`src/rtl/pc_btb_unit.sv`:
```
// Fetch PC unit: reset vector, redirect/flush path, stall hold, and a direct-mapped
// BTB with 2-bit saturating counters used for next-PC prediction.
module pc_btb_unit #(
  parameter int unsigned       ADDR_W     = 32,
  parameter logic [ADDR_W-1:0] RESET_VEC  = '0,
  parameter int unsigned       BTB_DEPTH  = 16,
  parameter int unsigned       INST_BYTES = 4
) (
  input  logic              clk,
  input  logic              reset_n,
  input  logic              stall,
  input  logic              redirect_valid,
  input  logic [ADDR_W-1:0] redirect_pc,
  input  logic              upd_valid,
  input  logic [ADDR_W-1:0] upd_pc,
  input  logic [ADDR_W-1:0] upd_target,
  input  logic              upd_taken,
  output logic [ADDR_W-1:0] pc,
  output logic              pc_valid,
  output logic              pred_taken,
  output logic [ADDR_W-1:0] pred_target
);

  localparam int unsigned OFS   = $clog2(INST_BYTES);
  localparam int unsigned IDX_W = $clog2(BTB_DEPTH);
  localparam int unsigned TAG_W = ADDR_W - OFS - IDX_W;

  typedef enum logic {INIT, RUN} state_e;

  state_e            state_q, state_d;
  logic [IDX_W-1:0]  cnt_q, cnt_d;
  logic [ADDR_W-1:0] pc_q, pc_d;
  logic              pc_valid_q, pc_valid_d;

  // Entry storage carries no reset so it can map onto RAM; the INIT sweep clears valid.
  logic              valid_q  [BTB_DEPTH];
  logic [TAG_W-1:0]  tag_q    [BTB_DEPTH];
  logic [ADDR_W-1:0] target_q [BTB_DEPTH];
  logic [1:0]        ctr_q    [BTB_DEPTH];

  logic [IDX_W-1:0]  fetch_idx, upd_idx, wr_idx;
  logic [TAG_W-1:0]  fetch_tag, upd_tag;
  logic              fetch_hit, upd_hit;
  logic              valid_we, valid_wd, tag_we, tgt_we, ctr_we;
  logic [1:0]        ctr_wd;

  assign fetch_idx = pc_q[OFS +: IDX_W];
  assign fetch_tag = pc_q[ADDR_W-1 -: TAG_W];
  assign upd_idx   = upd_pc[OFS +: IDX_W];
  assign upd_tag   = upd_pc[ADDR_W-1 -: TAG_W];

  always_comb begin
    fetch_hit   = (state_q == RUN) && valid_q[fetch_idx] && (tag_q[fetch_idx] == fetch_tag);
    pred_taken  = fetch_hit && ctr_q[fetch_idx][1];
    pred_target = fetch_hit ? target_q[fetch_idx] : '0;
  end

  always_comb begin
    upd_hit  = valid_q[upd_idx] && (tag_q[upd_idx] == upd_tag);
    wr_idx   = upd_idx;
    valid_we = 1'b0;
    valid_wd = 1'b0;
    tag_we   = 1'b0;
    tgt_we   = 1'b0;
    ctr_we   = 1'b0;
    ctr_wd   = 2'b10;
    if (state_q == INIT) begin
      wr_idx   = cnt_q;
      valid_we = 1'b1;
    end else if (upd_valid) begin
      if (upd_hit) begin
        ctr_we = 1'b1;
        tgt_we = upd_taken;
        if (upd_taken) ctr_wd = (ctr_q[upd_idx] == 2'b11) ? 2'b11 : ctr_q[upd_idx] + 2'd1;
        else           ctr_wd = (ctr_q[upd_idx] == 2'b00) ? 2'b00 : ctr_q[upd_idx] - 2'd1;
      end else if (upd_taken) begin
        valid_we = 1'b1;
        valid_wd = 1'b1;
        tag_we   = 1'b1;
        tgt_we   = 1'b1;
        ctr_we   = 1'b1;
      end
    end
  end

  always_ff @(posedge clk) begin
    if (valid_we) valid_q[wr_idx]  <= valid_wd;
    if (tag_we)   tag_q[wr_idx]    <= upd_tag;
    if (tgt_we)   target_q[wr_idx] <= upd_target;
    if (ctr_we)   ctr_q[wr_idx]    <= ctr_wd;
  end

  always_comb begin
    state_d    = state_q;
    cnt_d      = cnt_q;
    pc_d       = pc_q;
    pc_valid_d = pc_valid_q;
    case (state_q)
      INIT: begin
        pc_d  = RESET_VEC;
        cnt_d = cnt_q + 1'b1;
        if (cnt_q == IDX_W'(BTB_DEPTH - 1)) begin
          state_d    = RUN;
          pc_valid_d = 1'b1;
        end
      end
      RUN: begin
        pc_valid_d = 1'b1;
        if (redirect_valid)  pc_d = redirect_pc & ~ADDR_W'(INST_BYTES - 1);
        else if (stall)      pc_d = pc_q;
        else if (pred_taken) pc_d = pred_target;
        else                 pc_d = pc_q + ADDR_W'(INST_BYTES);
      end
      default: begin
        state_d    = INIT;
        cnt_d      = '0;
        pc_d       = RESET_VEC;
        pc_valid_d = 1'b0;
      end
    endcase
  end

  always_ff @(posedge clk or negedge reset_n) begin
    if (!reset_n) begin
      state_q    <= INIT;
      cnt_q      <= '0;
      pc_q       <= RESET_VEC;
      pc_valid_q <= 1'b0;
    end else begin
      state_q    <= state_d;
      cnt_q      <= cnt_d;
      pc_q       <= pc_d;
      pc_valid_q <= pc_valid_d;
    end
  end

  assign pc       = pc_q;
  assign pc_valid = pc_valid_q;

endmodule

```
`config.mk`:
```
export PLATFORM = sky130hd
export DESIGN_NAME = pc_btb_unit
export DESIGN_NICKNAME = d
export VERILOG_FILES = /design/src/rtl/pc_btb_unit.sv
export SDC_FILE = /design/constraint.sdc
export NUM_CORES = 1
export LEC_CHECK = 0
export CAP_MARGIN = 20
export CORE_AREA = 2 2 406 448
export CTS_BUF_LIST = sky130_fd_sc_hd__clkbuf_4 sky130_fd_sc_hd__clkbuf_8 sky130_fd_sc_hd__clkbuf_16
export DETAILED_ROUTE_END_ITERATION = 12
export DIE_AREA = 0 0 408 450
export SETUP_SLACK_MARGIN = 0.5
export SYNTH_ARGS = -nofsm -noshare
export SYNTH_HDL_FRONTEND = slang
export SYNTH_SLANG_ARGS = --single-unit
export TNS_END_PERCENT = 1
```
`constraint.sdc`:
```
create_clock -name clk -period 3.8 [get_ports clk]
set_input_delay 0.38 -clock clk [delete_from_list [all_inputs] [get_ports clk]]
set_output_delay 0.38 -clock clk [all_outputs]
set_load 0.02 [all_outputs]
```
### After elaboration in Yosys (flattened, before gate mapping)

Memories as Yosys holds them, arrays and structs flattened.
Cells that the tools add are included.

* word-level logic and storage cells: 59
* register bits: 38
* bits in writable memories: 976
* input bits: 102
* memories kept: 4
* output and inout port bits: 66

* equality and inequality tests: 6
* muxes and demuxes: 35
* reduce and logical (&&, ||, !) cells: 5
* add/sub/neg operators: 4
* bitwise logic cells: 1

Memory list
* target_q: depth 16, bits a word 32, rd ports 1, clocked after Yosys merged registers in 0, write ports 1, RTL line 38 `logic [ADDR_W-1:0] target_q [BTB_DEPTH];`
* tag_q: depth 16, bits a word 26, rd ports 2, clocked after Yosys merged registers in 0, write ports 1, RTL line 37 `logic [TAG_W-1:0] tag_q [BTB_DEPTH];`
* ctr_q: depth 16, bits a word 2, rd ports 2, clocked after Yosys merged registers in 0, write ports 1, RTL line 39 `logic [1:0] ctr_q [BTB_DEPTH];`
* valid_q: depth 16, bits a word 1, rd ports 2, clocked after Yosys merged registers in 0, write ports 1, RTL line 36 `logic valid_q [BTB_DEPTH];`

Operator list (count)
* $mux W32: 4
* $pmux W32 S2: 1
* $eq A26 B26 Y1: 2
* $add A32 B3 Y32 const B: 1
* $mux W1: 22
* $mux W2: 6
* $add A4 B1 Y4 const B: 1
* $eq A4 B4 Y1 const B: 1
* $logic_and A1 B1 Y1: 4
* $mux W4: 1
* $ne A3 B3 Y1 const B: 1
* $add A2 B1 Y2 const B: 1
* $eq A2 B2 Y1 const B: 1
* $logic_not A2 Y1: 1
* $ne A2 B1 Y1 const B: 1
* $pmux W1 S2: 1
* $sub A2 B1 Y2 const B: 1
* $not A1 Y1: 1

### Depth between registers and ports, before layout

An unclocked memory read counts as a cell.

* depth after elaboration: 8
* depth in mapped cells: 18
* mapped depth without buffers: 10

### Worst setup path before layout

OpenSTA, ideal clock, no wires.

* path type: input -> register
* start point: input port upd_pc[2]
* end point: memory tag_q[10][0] in the netlist's numbering (enable)
* data required time: 3.391 ns
* stages: 14
* setup time: 0.409 ns
* data arrival time: 4.408 ns
* setup slack: -1.017 ns
* buffers on the path: 6
* cells stage by stage: buf_2 > buf_2 > buf_2 > buf_2 > mux4_2 > a211oi_1 > a21oi_1 > xnor2_1 > nand4_1 > nor4_1 > or2_2 > buf_2 > clkbuf_1 > nor2_1

* cells in the longest elaborated chain, start to end: 8
* elaborated cells between the ends (all ways): 10
* those cells by class: eq/ne (1); mux (6); reduce/logical (1); memory (2)

Ends and longest elaborated chain
* from (decl): RTL line 15 `input logic [ADDR_W-1:0] upd_pc,`
* $mem_v2 Z16 W26
* $eq A26 B26 Y1: RTL line 59 `upd_hit = valid_q[upd_idx] && (tag_q[upd_idx] == upd_tag);`
* $logic_and A1 B1 Y1: RTL line 59
* $mux W1: RTL line 71 `if (upd_hit) begin`
* $mux W1: RTL line 70 `end else if (upd_valid) begin`
* $mux W1: RTL line 67 `if (state_q == INIT) begin`
* $mux W1: RTL line 88 `if (tag_we) tag_q[wr_idx] <= upd_tag;`
* $mux W1 (not written as such): RTL line 88
* to (decl): RTL line 37

Parallel ways exist; a longest one is shown, timed or not.

### Worst setup path after layout

* start point: register pc_q[2] (netlist: pc[2])
* end point: output port pred_target[1]

* cells in the longest elaborated chain, start to end: 4
* elaborated cells between the ends (all ways): 7
* those cells by class: eq/ne (1); mux (1); reduce/logical (2); memory (3)

Ends and longest elaborated chain
* from (decl): RTL line 32 `logic [ADDR_W-1:0] pc_q, pc_d;`
* from (signal assigned): RTL line 132 `pc_q <= pc_d;`
* $mem_v2 Z16 W26 / $mem_v2 Z16 W1 (equally long branches)
* $eq A26 B26 Y1 / $logic_and A1 B1 Y1 (equally long branches): RTL line 53 `fetch_hit = (state_q == RUN) && valid_q[fetch_idx] && (tag_q[fetch_idx] == fetch_tag);`
* $logic_and A1 B1 Y1: RTL line 53
* $mux W32 (*): RTL line 55 `pred_target = fetch_hit ? target_q[fetch_idx] : '0;`
* to (decl): RTL line 21 `output logic [ADDR_W-1:0] pred_target`

Mark *: on every way between the ends. The rest lies on a longest branch, timed or not.

==> results.txt <==
Fillers -> 17200
Post-Synthesis Cells -> 2301
Core Region -> 179000 um2
Die area -> 184000 um2
Setup Skew -> 0.0359 ns
GP Congestion -> 0.920
Register area share after synthesis -> 0.680
Root Driver -> clkbuf_16
Yosys reg bits -> 1014
Ports -> 168
Setup CP Type -> flop to primary output
Hold Vio Cnt, Final -> 0
Clk sink count -> 1014
First-pass GRT wire length -> 199000 um
Nets -> 2887
Async S/R FF share, synth -> 0.0375
Worst-path clk slew -> 0.06 ns
R2R depth -> 16
Clock Tree Buf Depth -> 3
WP data arrival -> 4.57 ns
Req. time, crit path -> 3.42 ns
Crit share post-route -> 1.30
Mapped cell area -> 44500 um2
Top FF cell, synth -> edfxtp_1
Reg-to-reg startpoint -> pc[2]
Fraction of layout cells with a size suffix above 1 -> 0.390
Leakage -> 18.7 nW
Relative slew margins -> 0.404
RSZ-0062 raised after global routing -> yes
Max-Cap Viols -> 0
Syn Area/Cell -> 19.3 um2
Max FO, Critical Path -> 15
Total grt overflow -> 0
Hpwl dp -> 95900 um
Crit start category -> flop
Worst path max stage delay -> 0.62 ns
Cell mode on critical path -> buf_12
Setup crit start -> pc[2]
EDFF count, synth -> 976
Fmax -> 0.202 GHz
Placement Rows -> 163
Vias -> 25800
Post-Place Cell Area -> 52500 um2
P&R area growth vs syn -> 28.0%
H-tree depth -> 3
Synth Warn # -> 0
Largest net degree at the start of global routing -> 57
Netlist cell types -> 61
Final Instance Area -> 56900 um2
Setup WS pre-CTS -> -0.954 ns
Outcome -> finished with violations
Most frequent cells in the layout -> edfxtp_1 (976), mux4_2 (387), buf_4 (268), clkdlybuf4s50_1 (124), clkbuf_16 (108)
Later-pin clock latency in the skew report -> 0.72 ns
Power, Total -> 27.0 mW
Post-DR wirelength/cell -> 26.7 um
Power density over cell area -> 474 nW/um2
DRC Markers -> 0
Post-route ant nets -> 0
Drt pass-1 iters -> 6
R2R setup slack -> -0.55 ns
Vias per cell -> 4.91
Worst setup margin -> -1.15 ns
Initial core utilization -> 0.249
DR iter-0 viols -> 3087
Gr usage total -> 0.150
Cell family with most CP delay -> simple AND/OR/NAND/NOR gates
Cell Chain, Critical Path -> buf_12, buf_12, mux2i_1, a22o_1, a2111oi_0, a2111oi_1, nand3_1, or4_4, or4_4, buf_12, buf_8, clkbuf_16, nor2b_4, buf_6
Max-slew violations -> 0
Worst-Margin Slew -> 0.894 ns
IO buf count -> 163
Num CTS Buffers -> 104
Max IR drop VDD -> 0.374 mV
HP Class -> input pin to asynchronous set/reset pin
Commonest non-fill, non-tap cell in the layout -> edfxtp_1
Buf/Inv on CP -> 6
Vias in the first global route -> 26100
Failing checks -> setup timing
Routed wire length -> 140000 um
Crit path max-delay cell type -> or4_4
TritonCTS clock tree -> built
CP endpoint kind -> primary output
RR Endpoint -> pc[2]
Clock period minus worst slack -> 4.95 ns
Die width -> 408 um
Endpoints failing setup -> 65
Die H -> 450 um
Initial antenna violation count -> 20
Syn_nets -> 2405
-- cell type report --
type                            instances  area, um2  share of cell area
Sequential cell                      1014      30300               0.532
Multi-Input combinational cell       1105      14200               0.250
Timing Repair Buffer                  539       5730               0.101
Tap cell                             2392       2990              0.0526
Clock buffer                          124       2790              0.0490
Clock inverter                         66        866              0.0152
Inverter                               19       77.6             0.00136
Antenna cell                            1       2.50           0.0000439
-- registers in the layout, indices dropped and copies added, names as in the netlist --
register	flops
ctr_q	32
cnt_q	4
target_q	512
tag_q	416
pc_valid	1
valid_q	16
pc	32
state_q	1
-- logic make-up (layout without fill, tap and decap cells) --
logic type	Yosys count	count (layout)	synth area share
flops	1014	1014	0.680
mux	498	498	0.221
simple gates	338	338	0.0365
compound gates	200	200	0.0302
buf+inv	182	748	0.0178
xor+xnor	66	66	0.0130
fa+ha+maj	3	3	0.000788
other cells	0	1	0
-- per-layer routing --
layer,up-vias,routed length [um],track usage
met4,26,3890,0.0416
met5,-,169,0
met3,221,14500,0.0473
met1,13700,57900,0.204
met2,1288,63900,0.229
li1,10600,-,-
-- how the worst max path moves through the flow --
stage	slack [ns]	end	cells after the start
2_1_floorplan	-0.02	pred_target[11]	13
3_3_place_gp	-0.99	pred_target[21]	12
3_5_place_dp	-0.95	pred_target[21]	11
4_1_cts	-1.21	pred_target[28]	14
5_1_grt	-1.27	pred_target[12]	15
6_report	-1.15	pred_target[1]	14
-- through the flow --
stage | std cells | setup TNS, ns | hold WS (ns) | util
CTS | 5248 | -43.19 | 0.241 | 0.317
floorplan | 2301 | -0.469 | 0.0844 | -
global route | 5259 | -54.67 | 0.00836 | 0.318
detailed placement | 5046 | -338.90 | 0.579 | 0.294
finish | 5260 | -45.04 | 0.0197 | 0.318
global placement | 5046 | -316.69 | 0.569 | 0.294
-- where the power goes --
| group | internal (mW) | switching, mW |
|---|---|---|
| logic | 1.72 | 1.99 |
| clock network | 6.41 | 4.39 |
| registers | 12.4 | 0.121 |
-- synth_stat cells, types with 5 or more instances --
cell,number,share of area
or4_1,5,0.00084
o211ai_1,6,0.0010
nor2_1,109,0.0092
clkbuf_1,83,0.0070
a211oi_1,9,0.0015
mux2_2,13,0.0033
o21ai_0,42,0.0047
inv_1,17,0.0014
xor2_1,32,0.0063
and3_1,18,0.0025
a221oi_1,5,0.00098
nand2_1,78,0.0066
buf_4,8,0.0014
buf_1,25,0.0021
a21oi_1,45,0.0051
o22ai_1,9,0.0013
nor2b_1,36,0.0051
nand3_1,35,0.0039
nand4_1,11,0.0015
nor3_1,11,0.0012
nor4_1,5,0.00070
dfrtp_1,38,0.021
xnor2_1,34,0.0067
and2_1,6,0.00084
a31oi_1,8,0.0011
edfxtp_1,976,0.66
a22oi_1,23,0.0039
o211a_1,15,0.0034
buf_2,44,0.0050
mux2i_1,97,0.022
or3_1,5,0.00070
mux4_2,387,0.20
-- repair_timing --
item,CTS,global route
buffers inserted,10,8
hold buffers,1,0
gates resized for setup,194,55
endpoints found under the hold margin,38,0
pin swaps,32,22
gates cloned,1,2
setup endpoints to repair,577,652
Power figures use the tool's default switching activity.
